--- src/rtl/fir_pkg.sv ---
// Shared FIR constants plus the round/saturate helper used by the decimating output stage.
package fir_pkg;

    localparam int unsigned IN_W   = 18;
    localparam int unsigned COEF_W = 16;

    typedef struct packed {
        logic [IN_W:0] value;
        logic          clip;
    } sat_res_t;

    // Round half toward +inf, arithmetic shift, then clamp to a signed out_w range.
    function automatic sat_res_t sat_round(input logic signed [IN_W:0] value,
                                           input int unsigned shift,
                                           input int unsigned out_w);
        logic signed [IN_W:0] half;
        logic signed [IN_W:0] sum;
        logic signed [IN_W:0] r;
        logic signed [IN_W:0] hi;
        logic signed [IN_W:0] lo;
        sat_res_t             res;
        half = (IN_W + 1)'(1) << (shift - 1);
        sum  = value + half;
        r    = sum >>> shift;
        hi   = ((IN_W + 1)'(1) << (out_w - 1)) - (IN_W + 1)'(1);
        lo   = ~hi;
        res.clip  = 1'b0;
        res.value = r;
        if (r > hi) begin
            res.value = hi;
            res.clip  = 1'b1;
        end else if (r < lo) begin
            res.value = lo;
            res.clip  = 1'b1;
        end
        return res;
    endfunction

endpackage

--- src/rtl/fir_decim_out_if.sv ---
// Input sample and output stream signals of the decimating output stage.
interface fir_decim_out_if #(
    parameter int unsigned IN_W  = 18,
    parameter int unsigned OUT_W = 12
);
    logic                    in_valid;
    logic signed [IN_W-1:0]  din;
    logic signed [OUT_W-1:0] out_data;
    logic                    out_valid;
    logic                    out_ready;
    logic                    sat;
    logic                    overflow;

    modport master (
        output in_valid, din, out_ready,
        input  out_data, out_valid, sat, overflow
    );

    modport slave (
        input  in_valid, din, out_ready,
        output out_data, out_valid, sat, overflow
    );
endinterface

--- src/rtl/sync_fifo.sv ---
// Show-ahead synchronous FIFO; head word and flags are registered, head holds when empty.
module sync_fifo #(
    parameter int unsigned WIDTH = 12,
    parameter int unsigned DEPTH = 4
) (
    input  logic             clk,
    input  logic             rst_n,
    input  logic             push,
    input  logic             pop,
    input  logic [WIDTH-1:0] wdata,
    output logic [WIDTH-1:0] rdata,
    output logic             full,
    output logic             empty
);
    localparam int unsigned AW = (DEPTH > 1) ? $clog2(DEPTH) : 1;
    localparam int unsigned CW = AW + 1;

    logic [WIDTH-1:0] mem [DEPTH];
    logic [AW-1:0]    wptr;
    logic [AW-1:0]    rptr;
    logic [AW-1:0]    rptr_nxt;
    logic [CW-1:0]    count;
    logic [CW-1:0]    count_nxt;
    logic             do_push;
    logic             do_pop;
    logic [WIDTH-1:0] head_nxt;

    // A push into a full FIFO only lands when a pop frees a slot in the same cycle.
    always_comb begin
        do_pop    = pop && !empty;
        do_push   = push && (!full || do_pop);
        rptr_nxt  = do_pop ? rptr + AW'(1) : rptr;
        count_nxt = count;
        if (do_push && !do_pop) begin
            count_nxt = count + CW'(1);
        end else if (!do_push && do_pop) begin
            count_nxt = count - CW'(1);
        end
        head_nxt = rdata;
        if (count_nxt != '0) begin
            head_nxt = (do_push && (wptr == rptr_nxt)) ? wdata : mem[rptr_nxt];
        end
    end

    always_ff @(posedge clk or negedge rst_n) begin
        if (!rst_n) begin
            for (int i = 0; i < int'(DEPTH); i++) begin
                mem[i] <= '0;
            end
            wptr  <= '0;
            rptr  <= '0;
            count <= '0;
            full  <= 1'b0;
            empty <= 1'b1;
            rdata <= '0;
        end else begin
            if (do_push) begin
                mem[wptr] <= wdata;
                wptr      <= wptr + AW'(1);
            end
            rptr  <= rptr_nxt;
            count <= count_nxt;
            full  <= (count_nxt == CW'(DEPTH));
            empty <= (count_nxt == '0);
            rdata <= head_nxt;
        end
    end

endmodule

--- src/rtl/fir_decim_out.sv ---
// Decimates the FIR output stream, rounds/saturates kept samples and buffers them for a valid/ready consumer.
module fir_decim_out #(
    parameter int unsigned DECIM = 4,
    parameter int unsigned IN_W  = fir_pkg::IN_W,
    parameter int unsigned OUT_W = 12,
    parameter int unsigned SHIFT = 6,
    parameter int unsigned DEPTH = 4
) (
    input logic           clk,
    input logic           rst_n,
    fir_decim_out_if.slave bus
);
    import fir_pkg::*;

    localparam int unsigned PW = (DECIM > 1) ? $clog2(DECIM) : 1;

    logic [PW-1:0]    phase;
    logic             keep_c;
    sat_res_t         rs_c;
    logic             s1_valid;
    logic [OUT_W-1:0] s1_data;
    logic             pop;
    logic             full;
    logic             empty;
    logic [OUT_W-1:0] rdata;

    always_comb begin
        keep_c = bus.in_valid && (phase == '0);
        rs_c   = sat_round((fir_pkg::IN_W + 1)'(bus.din), SHIFT, OUT_W);
        pop    = !empty && bus.out_ready;
    end

    // sat is loaded with the stage-1 valid bit so it lines up with the push attempt.
    always_ff @(posedge clk or negedge rst_n) begin
        if (!rst_n) begin
            phase        <= '0;
            s1_valid     <= 1'b0;
            s1_data      <= '0;
            bus.sat      <= 1'b0;
            bus.overflow <= 1'b0;
        end else begin
            if (bus.in_valid) begin
                phase <= (phase == PW'(DECIM - 1)) ? '0 : phase + PW'(1);
            end
            s1_valid <= keep_c;
            if (keep_c) begin
                s1_data <= OUT_W'(rs_c.value);
            end
            bus.sat <= keep_c && rs_c.clip;
            if (s1_valid && full && !pop) begin
                bus.overflow <= 1'b1;
            end
        end
    end

    sync_fifo #(
        .WIDTH (OUT_W),
        .DEPTH (DEPTH)
    ) u_fifo (
        .clk   (clk),
        .rst_n (rst_n),
        .push  (s1_valid),
        .pop   (pop),
        .wdata (s1_data),
        .rdata (rdata),
        .full  (full),
        .empty (empty)
    );

    assign bus.out_data  = rdata;
    assign bus.out_valid = !empty;

endmodule

--- src/flat_wrapper.sv ---
// flat-port wrapper written by rule: the top's interface ports become plain ports
module fir_decim_out_flat import fir_pkg::*;
#(
    parameter int unsigned DECIM = 4,
    parameter int unsigned IN_W  = fir_pkg::IN_W,
    parameter int unsigned OUT_W = 12,
    parameter int unsigned SHIFT = 6,
    parameter int unsigned DEPTH = 4
)
  (clk, rst_n, bus_in_valid, bus_din, bus_out_ready, bus_out_data, bus_out_valid, bus_sat, bus_overflow);
  fir_decim_out_if #(.IN_W(IN_W), .OUT_W(OUT_W)) bus_i ();
  input logic clk;
  input logic rst_n;
  input wire logic [$bits(bus_i.in_valid)-1:0] bus_in_valid;
  input wire logic [$bits(bus_i.din)-1:0] bus_din;
  input wire logic [$bits(bus_i.out_ready)-1:0] bus_out_ready;
  output wire logic [$bits(bus_i.out_data)-1:0] bus_out_data;
  output wire logic [$bits(bus_i.out_valid)-1:0] bus_out_valid;
  output wire logic [$bits(bus_i.sat)-1:0] bus_sat;
  output wire logic [$bits(bus_i.overflow)-1:0] bus_overflow;
  assign bus_i.in_valid = bus_in_valid;
  assign bus_i.din = bus_din;
  assign bus_i.out_ready = bus_out_ready;
  assign bus_out_data = bus_i.out_data;
  assign bus_out_valid = bus_i.out_valid;
  assign bus_sat = bus_i.sat;
  assign bus_overflow = bus_i.overflow;
  fir_decim_out #(.DECIM(DECIM), .IN_W(IN_W), .OUT_W(OUT_W), .SHIFT(SHIFT), .DEPTH(DEPTH)) u_core (.clk(clk), .rst_n(rst_n), .bus(bus_i));
endmodule
--- config.mk ---
export PLATFORM = sky130hd
export DESIGN_NAME = fir_decim_out_flat
export DESIGN_NICKNAME = d
export VERILOG_FILES = /design/src/rtl/fir_pkg.sv /design/src/rtl/fir_decim_out_if.sv /design/src/rtl/sync_fifo.sv /design/src/rtl/fir_decim_out.sv /design/src/flat_wrapper.sv
export SDC_FILE = /design/constraint.sdc
export NUM_CORES = 1
export LEC_CHECK = 0
export ABC_AREA = 1
export ABC_CLOCK_PERIOD_IN_PS = 3500
export BUFFER_PORTS_ARGS = -buffer_cell sky130_fd_sc_hd__buf_4
export CAP_MARGIN = 30
export CORE_UTILIZATION = 43
export DETAILED_ROUTE_END_ITERATION = 7
export SLEW_MARGIN = 20
export SYNTH_ARGS = -nofsm -noshare
export SYNTH_HDL_FRONTEND = slang
export SYNTH_SLANG_ARGS = --single-unit
--- constraint.sdc ---
create_clock -name clk -period 3.5 [get_ports clk]
set_input_delay 0.35 -clock clk [delete_from_list [all_inputs] [get_ports clk]]
set_output_delay 0.35 -clock clk [all_outputs]
set_load 0.1 [all_outputs]
==> tab_implementation.tex, run 1 <==
\begin{tabular}{lr}
\hline
Metric & Value \\
\hline
\multicolumn{2}{l}{\textbf{Outcome}} \\
\quad Status & finished clean \\
\multicolumn{2}{l}{\textbf{Yosys}} \\
\quad Sequential element share of the synthesized area & 49.0\% \\
\quad Mapped cell area & 4400 um2 \\
\quad Yosys synthesis warning count & 0 \\
\quad Mean instance size in the synthesized netlist & 7.76 um2 \\
\quad Net count after synthesis & 598 \\
\quad Area leader, netlist & dfrtp\_1 \\
\quad Area contributors post-synth & dfrtp\_1, nand2\_1, nand3\_1 \\
\quad Synthesized netlist cell count & 567 \\
\quad Total of flip-flops plus latches after synthesis & 86 \\
\quad Share of the synthesized area in the top cell type & 48.4\% \\
\quad Number of different library cells in the post-synthesis netlist & 26 \\
\multicolumn{2}{l}{\textbf{Finish}} \\
\quad Most common cell after layout, fill and taps aside & nand2\_1 \\
\quad Fraction of layout instances using a drive strength above 1 & about an eighth \\
\quad Design area & roughly 4900 um2 \\
\quad Leading cell types in the layout, fill and taps excluded & nand2\_1, dfrtp\_1, nand3\_1 \\
\quad Syn-to-layout area delta & 10.6\% \\
\quad Number of nets in the layout & 618 \\
\quad Antenna diode count & 0 \\
\multicolumn{2}{l}{\textbf{Drt}} \\
\quad DR iter-0 viols & about 210 \\
\quad Number of iterations in the first detailed-routing pass & 4 \\
\quad Post-detailed-route count of antenna-violating nets & 0 \\
\quad Post-Route WL & around 9500 um \\
\quad Drc violations & 0 \\
\quad Vias per Instance & about 5.0 \\
\quad Final routed wire length divided by cell count & 13.2 um \\
\quad Via Count & between 3000 and 4000 \\
\multicolumn{2}{l}{\textbf{Clocking}} \\
\quad Max clock buf depth & 2 \\
\quad H-Tree Depth & 3 \\
\quad Register clock-pin slew on the reported worst setup and hold paths & 90 ps \\
\quad TritonCTS buffer count & 9 \\
\quad \# hold bufs at CTS & 0 \\
\quad CTS tree & built \\
\quad Setup bufs post-CTS & 0 \\
\quad Number of sinks driven by the clock tree & 86 \\
\quad Root buffer selected by CTS & clkbuf\_8 \\
\quad Worst-Skew Late Latency & 360 ps \\
\quad Resize count post-CTS & 0 \\
\multicolumn{2}{l}{\textbf{Place}} \\
\quad Post-place instance area & 4670 um2 \\
\quad Final HPWL from detailed placement & 6270 um \\
\quad Total of buffers placed on input and output ports & 31 \\
\quad Routability congestion estimate & 0.825 \\
\multicolumn{2}{l}{\textbf{Global route}} \\
\quad Global routing's busiest layer & met2 \\
\quad Grt total ovfl & 0 \\
\quad Met1 capacity usage during global routing & 27.6\% \\
\quad Via count of the first global-routing pass & 3531 \\
\quad Largest net degree at the start of global routing & between 60 and 70 \\
\quad Global-route wire length before repair & around 17000 um \\
\quad Global routing usage on met2 & 33.5\% \\
\quad Total GRT Usage & 20.5\% \\
\quad Met3 Resource Use GR & 2.44\% \\
\quad Antenna violations before repair & 0 \\
\multicolumn{2}{l}{\textbf{Min path}} \\
\quad Classification of the worst-slack hold path & in -> async \\
\multicolumn{2}{l}{\textbf{Critical path}} \\
\quad Worst-path maximum fanout & 27 \\
\quad Critical path type & reg -> reg \\
\quad Cell occurring most often along the worst timing path & nand2\_1 \\
\quad Worst reg2reg endpoint & u\_core.u\_fifo.rdata[9] \\
\quad Critical path startpoint category & register \\
\quad Arrival time of the worst setup path & 2530 ps \\
\quad Endpoint kind of the worst setup timing path & register \\
\quad Number of buffer and inverter instances along the worst setup path & 2 \\
\quad Worst path top cell family by delay & simple AND/OR/NAND/NOR gates \\
\quad Data required time of the critical path & around 3700 ps \\
\quad Slowest cell on the critical path & inv\_1 \\
\quad Largest stage delay on the critical path & $\sim$450 ps \\
\quad Startpoint of the lowest-slack register-to-register path & u\_core.u\_fifo.empty \\
\quad R2r setup slk & 1220 ps \\
\quad Critical path, cell by cell & inv\_2 > nand3\_4 > nand2\_1 > nand2\_2 > inv\_1 > nand3\_1 > nand2\_1 > nand2\_1 > nand3\_1 > nand2\_1 \\
\quad R2r worst-path depth & 10 \\
\multicolumn{2}{l}{\textbf{Die}} \\
\quad Y dimension of the die & a little over 100 um \\
\quad Number of rows in the core area & 36 \\
\quad Width of the chip & 103 um \\
\quad Area inside the core boundary & 9860 um2 \\
\quad Starting Density & 44.6\% \\
\quad Total die area & $\sim$11000 um2 \\
\quad Number of placed I/O pins & 37 \\
\multicolumn{2}{l}{\textbf{Timing}} \\
\quad Max Clk Rate & 438 MHz \\
\quad Slew at the pin closest to its max-slew limit & 801 ps \\
\quad Total Negative Setup Slacks & 0 ps \\
\quad Setup repair after global routing missed its margin & no \\
\quad Final Hold Violating Endpoints & 0 \\
\quad Count of final setup violators & 0 \\
\quad Final Cycle Share & between 60\% and 70\% \\
\quad Normalized max-slew margin & 46.6\% \\
\quad Final Max Tran Viols & 0 \\
\quad Largest clock skew in the final design & 15.3 ps \\
\quad Minimum clock period & 2280 ps \\
\multicolumn{2}{l}{\textbf{Flow run}} \\
\quad Max cap viols & 0 \\
\multicolumn{2}{l}{\textbf{Power}} \\
\quad Pwr per Cell Area & 1000 nW/um2 \\
\quad Leakage power figure & 2.52 nW \\
\quad Worst voltage drop across the vdd grid & between 400 and 500 uV \\
\hline
\end{tabular}
report_power, final:
part           total (W)  internal, W  switching (W)
clock network   0.000673     0.000318       0.000355
logic            0.00245     0.000680        0.00177
registers        0.00177      0.00148       0.000284
total            0.00489      0.00248        0.00241
routing by layer:
layer  routed length (um)  vias to the layer above
met3                  289                       16
met1                 4720                     1686
met5                    0                        -
met2                 4380                       80
li1                     -                     1835
met4                  157                        0
synth_stat cells (all sizes together):
cell type,instances
xor2,7
o21bai,1
nor2,15
a21oi,1
clkbuf,8
dfstp,1
nand2,237
ha,9
xnor2,4
o21ai,54
nor3,1
or2,1
inv,47
dfrtp,85
buf,15
nand4,3
nand3,78
cell type report:
cell class	count	area, um2
inverter	47	176
tap	133	166
clock buffer	12	165
sequential	86	2150
fill	1000	5000
multi-input combinational	411	1940
clock inverter	4	28.8
timing repair buffer	32	240
worst max path at each step:
stage                   startpoint  depth (start not counted)                       to  slack (ps)
2_1_floorplan  u_core.u_fifo.empty                          9  u_core.u_fifo.rdata[10]        1660
3_3_place_gp   u_core.u_fifo.empty                         10  u_core.u_fifo.rdata[11]        1270
3_5_place_dp   u_core.u_fifo.empty                         10   u_core.u_fifo.rdata[1]        1220
4_1_cts        u_core.u_fifo.empty                         10   u_core.u_fifo.rdata[1]        1200
5_1_grt        u_core.u_fifo.empty                         10  u_core.u_fifo.rdata[11]         970
6_report       u_core.u_fifo.empty                         10   u_core.u_fifo.rdata[9]        1220
worst reg2reg max path: cells and delay by family (launching register included):
kind / cells / cell delay [ps]
simple gates: 8 / 1200
flops: 1 / 390
buf+inv: 2 / 560
registers in the layout, indices dropped and copies added (netlist names), 2 cells and up:
| signal | cells |
|---|---|
| u_core.u_fifo.wptr | 2 |
| u_core.phase | 2 |
| u_core.u_fifo.count | 3 |
| u_core.u_fifo.rptr | 2 |
| u_core.u_fifo.mem | 48 |
| u_core.u_fifo.rdata | 12 |
| u_core.s1_data | 12 |
per-stage QoR:
| step | std cells | util, % | setup WS [ps] | hold WS (ps) | total power, W |
|---|---|---|---|---|---|
| final | 725 | 49.3 | 1220 | 34.0 | 0.00489 |
| after global routing | 725 | 49.3 | 970 | 130 | 0.00535 |
| after CTS | 725 | 49.3 | 1200 | 101 | 0.00491 |
| after detailed placement | 709 | 47.4 | 1220 | 468 | 0.00424 |
| after global placement | 709 | 47.4 | 1270 | 461 | 0.00417 |
| after floorplan | 567 | - | 1660 | 54.4 | 0.00370 |
cell families (layout without fill, tap and decap cells):
group                    Yosys count  after routing  share of synthesized area [%]
AND/OR/NAND/NOR                  335            335                           32.8
flip-flops                        86             86                           49.0
buffers and inverters             70             95                           7.03
AO/OA/AOI/OAI                     56             56                           6.43
XOR/XNOR                          11             11                           2.19
adder cells (fa/ha/maj)            9              9                           2.56
Power figures use the tool's default switching activity.
==> run 2, diff against run 1 <==
--- a/config.mk
+++ b/config.mk
@@ -6,7 +6,7 @@
 export NUM_CORES = 1
 export LEC_CHECK = 0
 export ABC_AREA = 1
-export ABC_CLOCK_PERIOD_IN_PS = 3500
+export ABC_CLOCK_PERIOD_IN_PS = 2200
 export BUFFER_PORTS_ARGS = -buffer_cell sky130_fd_sc_hd__buf_4
 export CAP_MARGIN = 30
 export CORE_UTILIZATION = 43
==> constraint.sdc (replaced) <==
create_clock -name clk -period 2.2 [get_ports clk]
set_input_delay 0.22 -clock clk [delete_from_list [all_inputs] [get_ports clk]]
set_output_delay 0.22 -clock clk [all_outputs]
set_load 0.1 [all_outputs]
==> tab_implementation.tex, run 2 (synthesized netlist as in run 1, its figures left out) <==
\begin{tabular}{lr}
\hline
Metric & Value \\
\hline
\multicolumn{2}{l}{\textbf{Critical path}} \\
\quad Worst reg2reg endpoint & u\_core.u\_fifo.rdata[6] \\
\quad Startpoint of the lowest-slack register-to-register path & u\_core.u\_fifo.empty \\
\quad Arrival time of the worst setup path & 2180 ps (-350 ps) \\
\quad Critical path type & reg -> reg \\
\quad Critical path, cell by cell & inv\_2 > nand2\_4 > nand3\_2 > or2\_1 > nand2\_2 > nand3\_2 > buf\_4 > nand3\_1 > nand2\_1 \\
\quad R2r setup slk & 270 ps (-950 ps) \\
\quad Critical path startpoint category & register \\
\quad Worst-path maximum fanout & 9 (-67\%) \\
\quad Cell occurring most often along the worst timing path & nand3\_2 \\
\quad Data required time of the critical path & 2450 ps (-1290 ps) \\
\quad Largest stage delay on the critical path & 560 ps (+110 ps) \\
\quad Endpoint kind of the worst setup timing path & register \\
\quad Slowest cell on the critical path & dfstp\_2 \\
\quad R2r worst-path depth & 9 (-1) \\
\quad Worst path top cell family by delay & simple AND/OR/NAND/NOR gates \\
\quad Number of buffer and inverter instances along the worst setup path & 2 (unchanged) \\
\multicolumn{2}{l}{\textbf{Finish}} \\
\quad Most common cell after layout, fill and taps aside & nand2\_1 \\
\quad Syn-to-layout area delta & 14.0\% \\
\quad Design area & 5010 um2 (+3.0\%) \\
\quad Antenna diode count & 0 (unchanged) \\
\quad Max reg flops & 48 (unchanged) \\
\quad Number of nets in the layout & 632 (+2.3\%) \\
\quad Largest registers in the final layout & u\_core.u\_fifo.mem x48, u\_core.s1\_data x12, u\_core.u\_fifo.rdata x12 \\
\quad Final standard cell count with taps included and fillers excluded & 738 (+1.8\%) \\
\quad Number of fill cells & 957 (-4.3\%) \\
\quad Fraction of layout instances using a drive strength above 1 & 13.4\% (+1.7 points) \\
\quad Leading cell types in the layout, fill and taps excluded & nand2\_1, dfrtp\_1, nand3\_1 \\
\quad Most flops, register & u\_core.u\_fifo.mem \\
\multicolumn{2}{l}{\textbf{Clocking}} \\
\quad Number of sinks driven by the clock tree & 86 (unchanged) \\
\quad Setup bufs post-CTS & 0 (unchanged) \\
\quad H-Tree Depth & 3 (unchanged) \\
\quad \# hold bufs at CTS & 1 (+1) \\
\quad Worst-Skew Late Latency & 350 ps (about the same) \\
\quad Register clock-pin slew on the reported worst setup and hold paths & 90 ps (about the same) \\
\quad Resize count post-CTS & 0 (unchanged) \\
\quad Root buffer selected by CTS & clkbuf\_8 \\
\quad CTS tree & built \\
\quad Max clock buf depth & 2 (unchanged) \\
\quad TritonCTS buffer count & 9 (unchanged) \\
\multicolumn{2}{l}{\textbf{Timing}} \\
\quad Final Cycle Share & 87.7\% (+22 points) \\
\quad Largest clock skew in the final design & 8.52 ps (-6.79 ps) \\
\quad Minimum clock period & 1930 ps (-353 ps) \\
\quad Slew at the pin closest to its max-slew limit & 595 ps (-206 ps) \\
\quad Max Clk Rate & 518 MHz (+18\%) \\
\quad Final Max Tran Viols & 0 (unchanged) \\
\quad Setup repair after global routing missed its margin & no \\
\quad Worst hold slack across all endpoints & 72.8 ps (+38.9 ps) \\
\quad Final Hold Violating Endpoints & 0 (unchanged) \\
\quad Normalized max-slew margin & 60.3\% (+14 points) \\
\quad Total Negative Setup Slacks & 0 ps (unchanged) \\
\quad Count of final setup violators & 0 (unchanged) \\
\multicolumn{2}{l}{\textbf{Drt}} \\
\quad Post-detailed-route count of antenna-violating nets & 0 (unchanged) \\
\quad Via Count & 3644 (+0.75\%) \\
\quad Vias per Instance & 4.94 (-1.0\%) \\
\quad Post-Route WL & 9490 um (-0.62\%) \\
\quad Drc violations & 0 (unchanged) \\
\quad DR iter-0 viols & 155 (-25\%) \\
\quad Post-route met1 wirelength & 4680 um (-0.78\%) \\
\quad Final routed wire length divided by cell count & 12.9 um (-2.4\%) \\
\quad Detail Route met2 WL & 4310 um (-1.6\%) \\
\quad Routed length on met3 & 361 um (+25\%) \\
\quad Uppermost layer routed & met4 \\
\quad Number of iterations in the first detailed-routing pass & 5 (+1) \\
\multicolumn{2}{l}{\textbf{Die}} \\
\quad Y dimension of the die & 103 um (unchanged) \\
\quad Number of placed I/O pins & 37 (unchanged) \\
\quad Area inside the core boundary & 9860 um2 (unchanged) \\
\quad Total die area & 10600 um2 (unchanged) \\
\quad Starting Density & 44.6\% (unchanged) \\
\quad Width of the chip & 103 um (unchanged) \\
\quad Number of rows in the core area & 36 (unchanged) \\
\multicolumn{2}{l}{\textbf{Place}} \\
\quad Post-place instance area & 4780 um2 (+2.4\%) \\
\quad Total of buffers placed on input and output ports & 31 (unchanged) \\
\quad Routability congestion estimate & 0.760 (-8.0\%) \\
\quad Final HPWL from detailed placement & 6360 um (+1.5\%) \\
\quad Placed Cells & 722 (+1.8\%) \\
\multicolumn{2}{l}{\textbf{Global route}} \\
\quad Grt total ovfl & 0 (unchanged) \\
\quad Via count of the first global-routing pass & 3338 (-5.5\%) \\
\quad Antenna violations before repair & 0 (unchanged) \\
\quad Global-route wire length before repair & 16200 um (-3.5\%) \\
\quad Largest net degree at the start of global routing & 46 (-28\%) \\
\quad Total GRT Usage & 20.1\% (-0.37 points) \\
\multicolumn{2}{l}{\textbf{Power}} \\
\quad Pwr per Cell Area & 1610 nW/um2 (+61\%) \\
\quad Worst voltage drop across the vdd grid & 843 uV (+88\%) \\
\quad Overall Power & 0.00810 W (+66\%) \\
\quad Leakage power figure & 2.60 nW (+3.0\%) \\
\multicolumn{2}{l}{\textbf{Outcome}} \\
\quad Status & finished clean \\
\multicolumn{2}{l}{\textbf{Min path}} \\
\quad Worst Hold Path EP & u\_core.phase[0] \\
\quad Classification of the worst-slack hold path & in -> reg \\
\quad Worst hold path stage count & 2 \\
\quad Min-delay src & bus\_in\_valid \\
\multicolumn{2}{l}{\textbf{Flow run}} \\
\quad Max cap viols & 0 (unchanged) \\
\hline
\end{tabular}
## run 2: per-layer routing
| layer | up-vias | GRT usage [%] |
|---|---|---|
| met1 | 1686 | 27.3 |
| met4 | 0 | 7.80 |
| met3 | 11 | 2.24 |
| met5 | - | 0 |
| met2 | 86 | 33.2 |
| li1 | 1861 | - |
## run 2: power by group
part | total, W | internal, W | leakage [nW] | switching [W]
logic | 0.00406 | 0.00121 | 1.42 | 0.00284
clock network | 0.00123 | 0.000666 | 0.105 | 0.000565
registers | 0.00281 | 0.00236 | 1.08 | 0.000452
total | 0.00810 | 0.00424 | 2.60 | 0.00386
## run 2: how the worst max path moves through the flow
stage / start / to / slack (ps) / depth (start not counted)
final: u_core.u_fifo.empty / u_core.u_fifo.rdata[6] / 270 / 9
after global routing: u_core.u_fifo.empty / u_core.u_fifo.rdata[5] / 80 / 10
after CTS: u_core.u_fifo.empty / u_core.u_fifo.rdata[10] / 250 / 9
after detailed placement: u_core.u_fifo.empty / u_core.u_fifo.rdata[10] / 270 / 9
after global placement: u_core.u_fifo.empty / u_core.u_fifo.rdata[8] / 290 / 9
after floorplan: u_core.u_fifo.empty / u_core.u_fifo.rdata[10] / 360 / 9
## run 2: layout make-up
cell class | instances | area [um2] | share of cell area, %
Sequential cell | 86 | 2150 | 42.9
Multi-Input combinational cell | 411 | 1940 | 38.6
Timing Repair Buffer | 46 | 360 | 7.19
Inverter | 47 | 176 | 3.52
Tap cell | 133 | 166 | 3.32
Clock buffer | 10 | 138 | 2.75
Clock inverter | 5 | 83.8 | 1.67
## run 2: through the flow
step / utilization [%] / setup WS, ps
after floorplan: - / 360
after global placement: 48.5 / 290
after detailed placement: 48.5 / 270
after CTS: 50.8 / 250
after global routing: 50.8 / 76.5
final: 50.8 / 270
==> run 3, diff against run 2 <==
--- a/config.mk
+++ b/config.mk
@@ -14,4 +14,5 @@
 export SLEW_MARGIN = 20
 export SYNTH_ARGS = -nofsm -noshare
 export SYNTH_HDL_FRONTEND = slang
+export SYNTH_HIERARCHICAL = 1
 export SYNTH_SLANG_ARGS = --single-unit
==> tab_implementation.tex, run 3 <==
\begin{tabular}{lr}
\hline
Metric & Value \\
\hline
\multicolumn{2}{l}{\textbf{Timing}} \\
\quad Final setup slack of the worst path & 248 ps (-22.2 ps) \\
\quad Largest clock skew in the final design & 10.2 ps (+1.64 ps) \\
\quad Final Hold Violating Endpoints & 0 (unchanged) \\
\quad Max Clk Rate & 512 MHz (-1.1\%) \\
\quad Slew at the pin closest to its max-slew limit & 559 ps (-36.1 ps) \\
\quad Setup repair after global routing missed its margin & no \\
\quad Final Max Tran Viols & 0 (unchanged) \\
\quad Total Negative Setup Slacks & 0 ps (unchanged) \\
\quad Normalized max-slew margin & 62.7\% (+2.4 points) \\
\quad Count of final setup violators & 0 (unchanged) \\
\quad Minimum clock period & 1950 ps (+22.2 ps) \\
\quad Final Cycle Share & 88.7\% (+1.0 points) \\
\multicolumn{2}{l}{\textbf{Clocking}} \\
\quad Worst-Skew Late Latency & 360 ps (about the same) \\
\quad Max clock buf depth & 2 (unchanged) \\
\quad Register clock-pin slew on the reported worst setup and hold paths & 80 ps (about the same) \\
\quad Setup bufs post-CTS & 0 (unchanged) \\
\quad Root buffer selected by CTS & clkbuf\_8 \\
\quad TritonCTS buffer count & 9 (unchanged) \\
\quad CTS tree & built \\
\quad H-Tree Depth & 3 (unchanged) \\
\quad Number of sinks driven by the clock tree & 86 (unchanged) \\
\multicolumn{2}{l}{\textbf{Critical path}} \\
\quad R2r worst-path depth & 10 (+1) \\
\quad Endpoint kind of the worst setup timing path & register \\
\quad Worst-path maximum fanout & 12 (+3) \\
\quad Capturing element of the worst setup path & u\_core/u\_fifo/rdata[11] \\
\quad Slowest cell on the critical path & dfstp\_2 \\
\quad Worst setup path startpoint & u\_core/u\_fifo/empty \\
\quad Critical path startpoint category & register \\
\quad Critical path, cell by cell & nor2\_2 > nand2\_4 > buf\_4 > a21oi\_4 > nand3\_2 > nor2\_2 > buf\_4 > nand2\_1 > nand3\_1 > nand2\_1 \\
\quad Number of buffer and inverter instances along the worst setup path & 2 (unchanged) \\
\quad Critical path type & reg -> reg \\
\quad Data required time of the critical path & 2450 ps (about the same) \\
\quad Largest stage delay on the critical path & 400 ps (-160 ps) \\
\quad Arrival time of the worst setup path & 2210 ps (+30 ps) \\
\quad Worst reg2reg endpoint & u\_core/u\_fifo/rdata[11] \\
\quad Number of cells on the critical path & 10 (+1) \\
\quad Worst path top cell family by delay & simple AND/OR/NAND/NOR gates \\
\quad Startpoint of the lowest-slack register-to-register path & u\_core/u\_fifo/empty \\
\quad R2r setup slk & 250 ps (-20 ps) \\
\multicolumn{2}{l}{\textbf{Yosys}} \\
\quad Most common cell in the synthesized netlist & nand2\_1 \\
\quad Net count after synthesis & 604 (+1.0\%) \\
\quad Most instantiated cells after synthesis & nand2\_1, dfrtp\_1, nand3\_1 \\
\quad Area contributors post-synth & dfrtp\_1, nand2\_1, nand3\_1 \\
\quad Area leader, netlist & dfrtp\_1 \\
\quad Yosys synthesis warning count & 6 (+6) \\
\quad Total of flip-flops plus latches after synthesis & 86 (unchanged) \\
\quad EDFF count, synth & 0 (unchanged) \\
\quad Synthesized netlist cell count & 573 (+1.1\%) \\
\quad Sequential element share of the synthesized area & 48.3\% (-0.66 points) \\
\quad Mean instance size in the synthesized netlist & 7.78 um2 (+0.30\%) \\
\quad Share of the synthesized area in the top cell type & 47.7\% (-0.65 points) \\
\quad Main synth FF type & dfrtp\_1 \\
\quad Mapped cell area & 4460 um2 (+1.4\%) \\
\quad Number of different library cells in the post-synthesis netlist & 28 (+7.7\%) \\
\quad Fraction of registers with async set or reset after synthesis & 100\% (unchanged) \\
\multicolumn{2}{l}{\textbf{Finish}} \\
\quad Leading cell types in the layout, fill and taps excluded & nand2\_1, dfrtp\_1, nand3\_1 \\
\quad Number of nets in the layout & 639 (+1.1\%) \\
\quad Fraction of layout instances using a drive strength above 1 & 15.7\% (+2.3 points) \\
\quad Most flops, register & u\_core/u\_fifo/mem \\
\quad Area used by multi-input combinational logic & 1980 um2 (+2.3\%) \\
\quad Max reg flops & 48 (unchanged) \\
\quad Antenna diode count & 0 (unchanged) \\
\quad Area occupied by registers & 2150 um2 (unchanged) \\
\quad Largest registers in the final layout & u\_core/u\_fifo/mem x48, u\_core/s1\_data x12, u\_core/u\_fifo/rdata x12 \\
\quad Most common cell after layout, fill and taps aside & nand2\_1 \\
\quad Number of fill cells & 1012 (+5.7\%) \\
\quad Syn-to-layout area delta & 13.9\% (about the same) \\
\quad Design area & 5080 um2 (+1.3\%) \\
\multicolumn{2}{l}{\textbf{Die}} \\
\quad Y dimension of the die & 104 um (+0.67\%) \\
\quad Total die area & 10800 um2 (+1.3\%) \\
\quad Number of rows in the core area & 36 (unchanged) \\
\quad Width of the chip & 104 um (+0.67\%) \\
\quad Starting Density & 45.0\% (+0.40 points) \\
\quad Area inside the core boundary & 9910 um2 (+0.46\%) \\
\quad Number of placed I/O pins & 37 (unchanged) \\
\multicolumn{2}{l}{\textbf{Place}} \\
\quad Final HPWL from detailed placement & 6800 um (+6.9\%) \\
\quad Post-place instance area & 4840 um2 (+1.2\%) \\
\quad Total of buffers placed on input and output ports & 31 (unchanged) \\
\quad Routability congestion estimate & 0.781 (+2.9\%) \\
\quad Minimum setup slack after placement & 109 ps (-161 ps) \\
\multicolumn{2}{l}{\textbf{Drt}} \\
\quad DR iter-0 viols & 194 (+25\%) \\
\quad Post-detailed-route count of antenna-violating nets & 0 (unchanged) \\
\quad Final routed wire length divided by cell count & 13.6 um (+5.7\%) \\
\quad Drc violations & 0 (unchanged) \\
\quad Vias per Instance & 4.99 (+0.96\%) \\
\quad Via Count & 3714 (+1.9\%) \\
\quad Number of iterations in the first detailed-routing pass & 5 (unchanged) \\
\quad Post-Route WL & 10100 um (+6.7\%) \\
\multicolumn{2}{l}{\textbf{Global route}} \\
\quad Largest net degree at the start of global routing & 47 (+2.2\%) \\
\quad Grt total ovfl & 0 (unchanged) \\
\quad Via count of the first global-routing pass & 3631 (+8.8\%) \\
\quad Total GRT Usage & 20.3\% (+0.10 points) \\
\quad Antenna violations before repair & 0 (unchanged) \\
\quad Global-route wire length before repair & 17300 um (+7.0\%) \\
\multicolumn{2}{l}{\textbf{Power}} \\
\quad Leakage power figure & 2.63 nW (+0.98\%) \\
\quad Overall Power & 0.00817 W (+0.89\%) \\
\quad Worst voltage drop across the vdd grid & 732 uV (-13\%) \\
\quad Pwr per Cell Area & 1610 nW/um2 (-0.38\%) \\
\multicolumn{2}{l}{\textbf{Outcome}} \\
\quad Status & finished clean \\
\multicolumn{2}{l}{\textbf{Min path}} \\
\quad Classification of the worst-slack hold path & in -> reg \\
\multicolumn{2}{l}{\textbf{Flow run}} \\
\quad Max cap viols & 0 (unchanged) \\
\hline
\end{tabular}
==> run 3: metrics by stage <==
stage | util (%) | hold WS, ps | instances
3_5_place_dp | 48.8 | 247 | 729
4_1_cts | 51.2 | 54.2 | 745
5_1_grt | 51.2 | 78.8 | 745
3_3_place_gp | 48.8 | 241 | 729
2_1_floorplan | - | -75.6 | 573
6_report | 51.2 | 67.5 | 745
==> run 3: cells by family after synthesis <==
| group | after synthesis | synth area share (%) |
|---|---|---|
| flops | 86 | 48.3 |
| xor+xnor | 8 | 1.57 |
| buf+inv | 72 | 7.33 |
| compound gates | 58 | 6.88 |
| fa+ha+maj | 9 | 2.53 |
| simple gates | 340 | 33.4 |
==> run 3: where the power goes <==
group | leakage [nW] | internal [W] | switching, W
Combinational | 1.43 | 0.00122 | 0.00291
Clock | 0.115 | 0.000692 | 0.000545
Sequential | 1.08 | 0.00235 | 0.000453
==> run 3: how the worst min path moves through the flow <==
stage                 startpoint                endpoint  slack [ps]  depth (start not counted)
detailed placement         rst_n  u_core/u_fifo/count[2]         250                          1
global placement           rst_n  u_core/u_fifo/count[2]         240                          1
CTS                 bus_in_valid         u_core/phase[0]          50                          2
global route        bus_in_valid         u_core/phase[0]          80                          2
floorplan                  rst_n     u_core/bus.overflow         -80                          0
finish              bus_in_valid         u_core/phase[0]          70                          2
==> run 3: cell type report <==
| class | count | area share [%] |
|---|---|---|
| timing repair buffer | 47 | 7.24 |
| clock buffer | 11 | 2.98 |
| clock inverter | 4 | 1.38 |
| tap | 133 | 3.28 |
| multi-input combinational | 415 | 39.0 |
| sequential | 86 | 42.4 |
| inverter | 49 | 3.70 |
==> run 3: layer usage <==
layer	share of wire [%]	vias to the layer above	wire, um	track usage [%]
li1	-	1880	-	-
met1	47	1745	4730	26.0
met2	48	79	4830	34.1
met3	4.2	10	420	3.59
met4	1.3	0	133	7.55
met5	0	-	0	0
==> run 3: timing repair <==
item / 4_1_cts / 5_1_grt
endpoints found under the hold margin: 40 / 0
endpoints found under the setup margin: 0 / 12
hold buffers: 1 / 0
gates resized for setup: 0 / 2
==> run 3: worst register-to-register path, stage by stage, from the launching register on <==
cell and delay, ps:
dfstp_2 400, nor2_2 270, nand2_4 100, buf_4 160
a21oi_4 230, nand3_2 130, nor2_2 110, buf_4 200
nand2_1 80, nand3_1 120, nand2_1 60
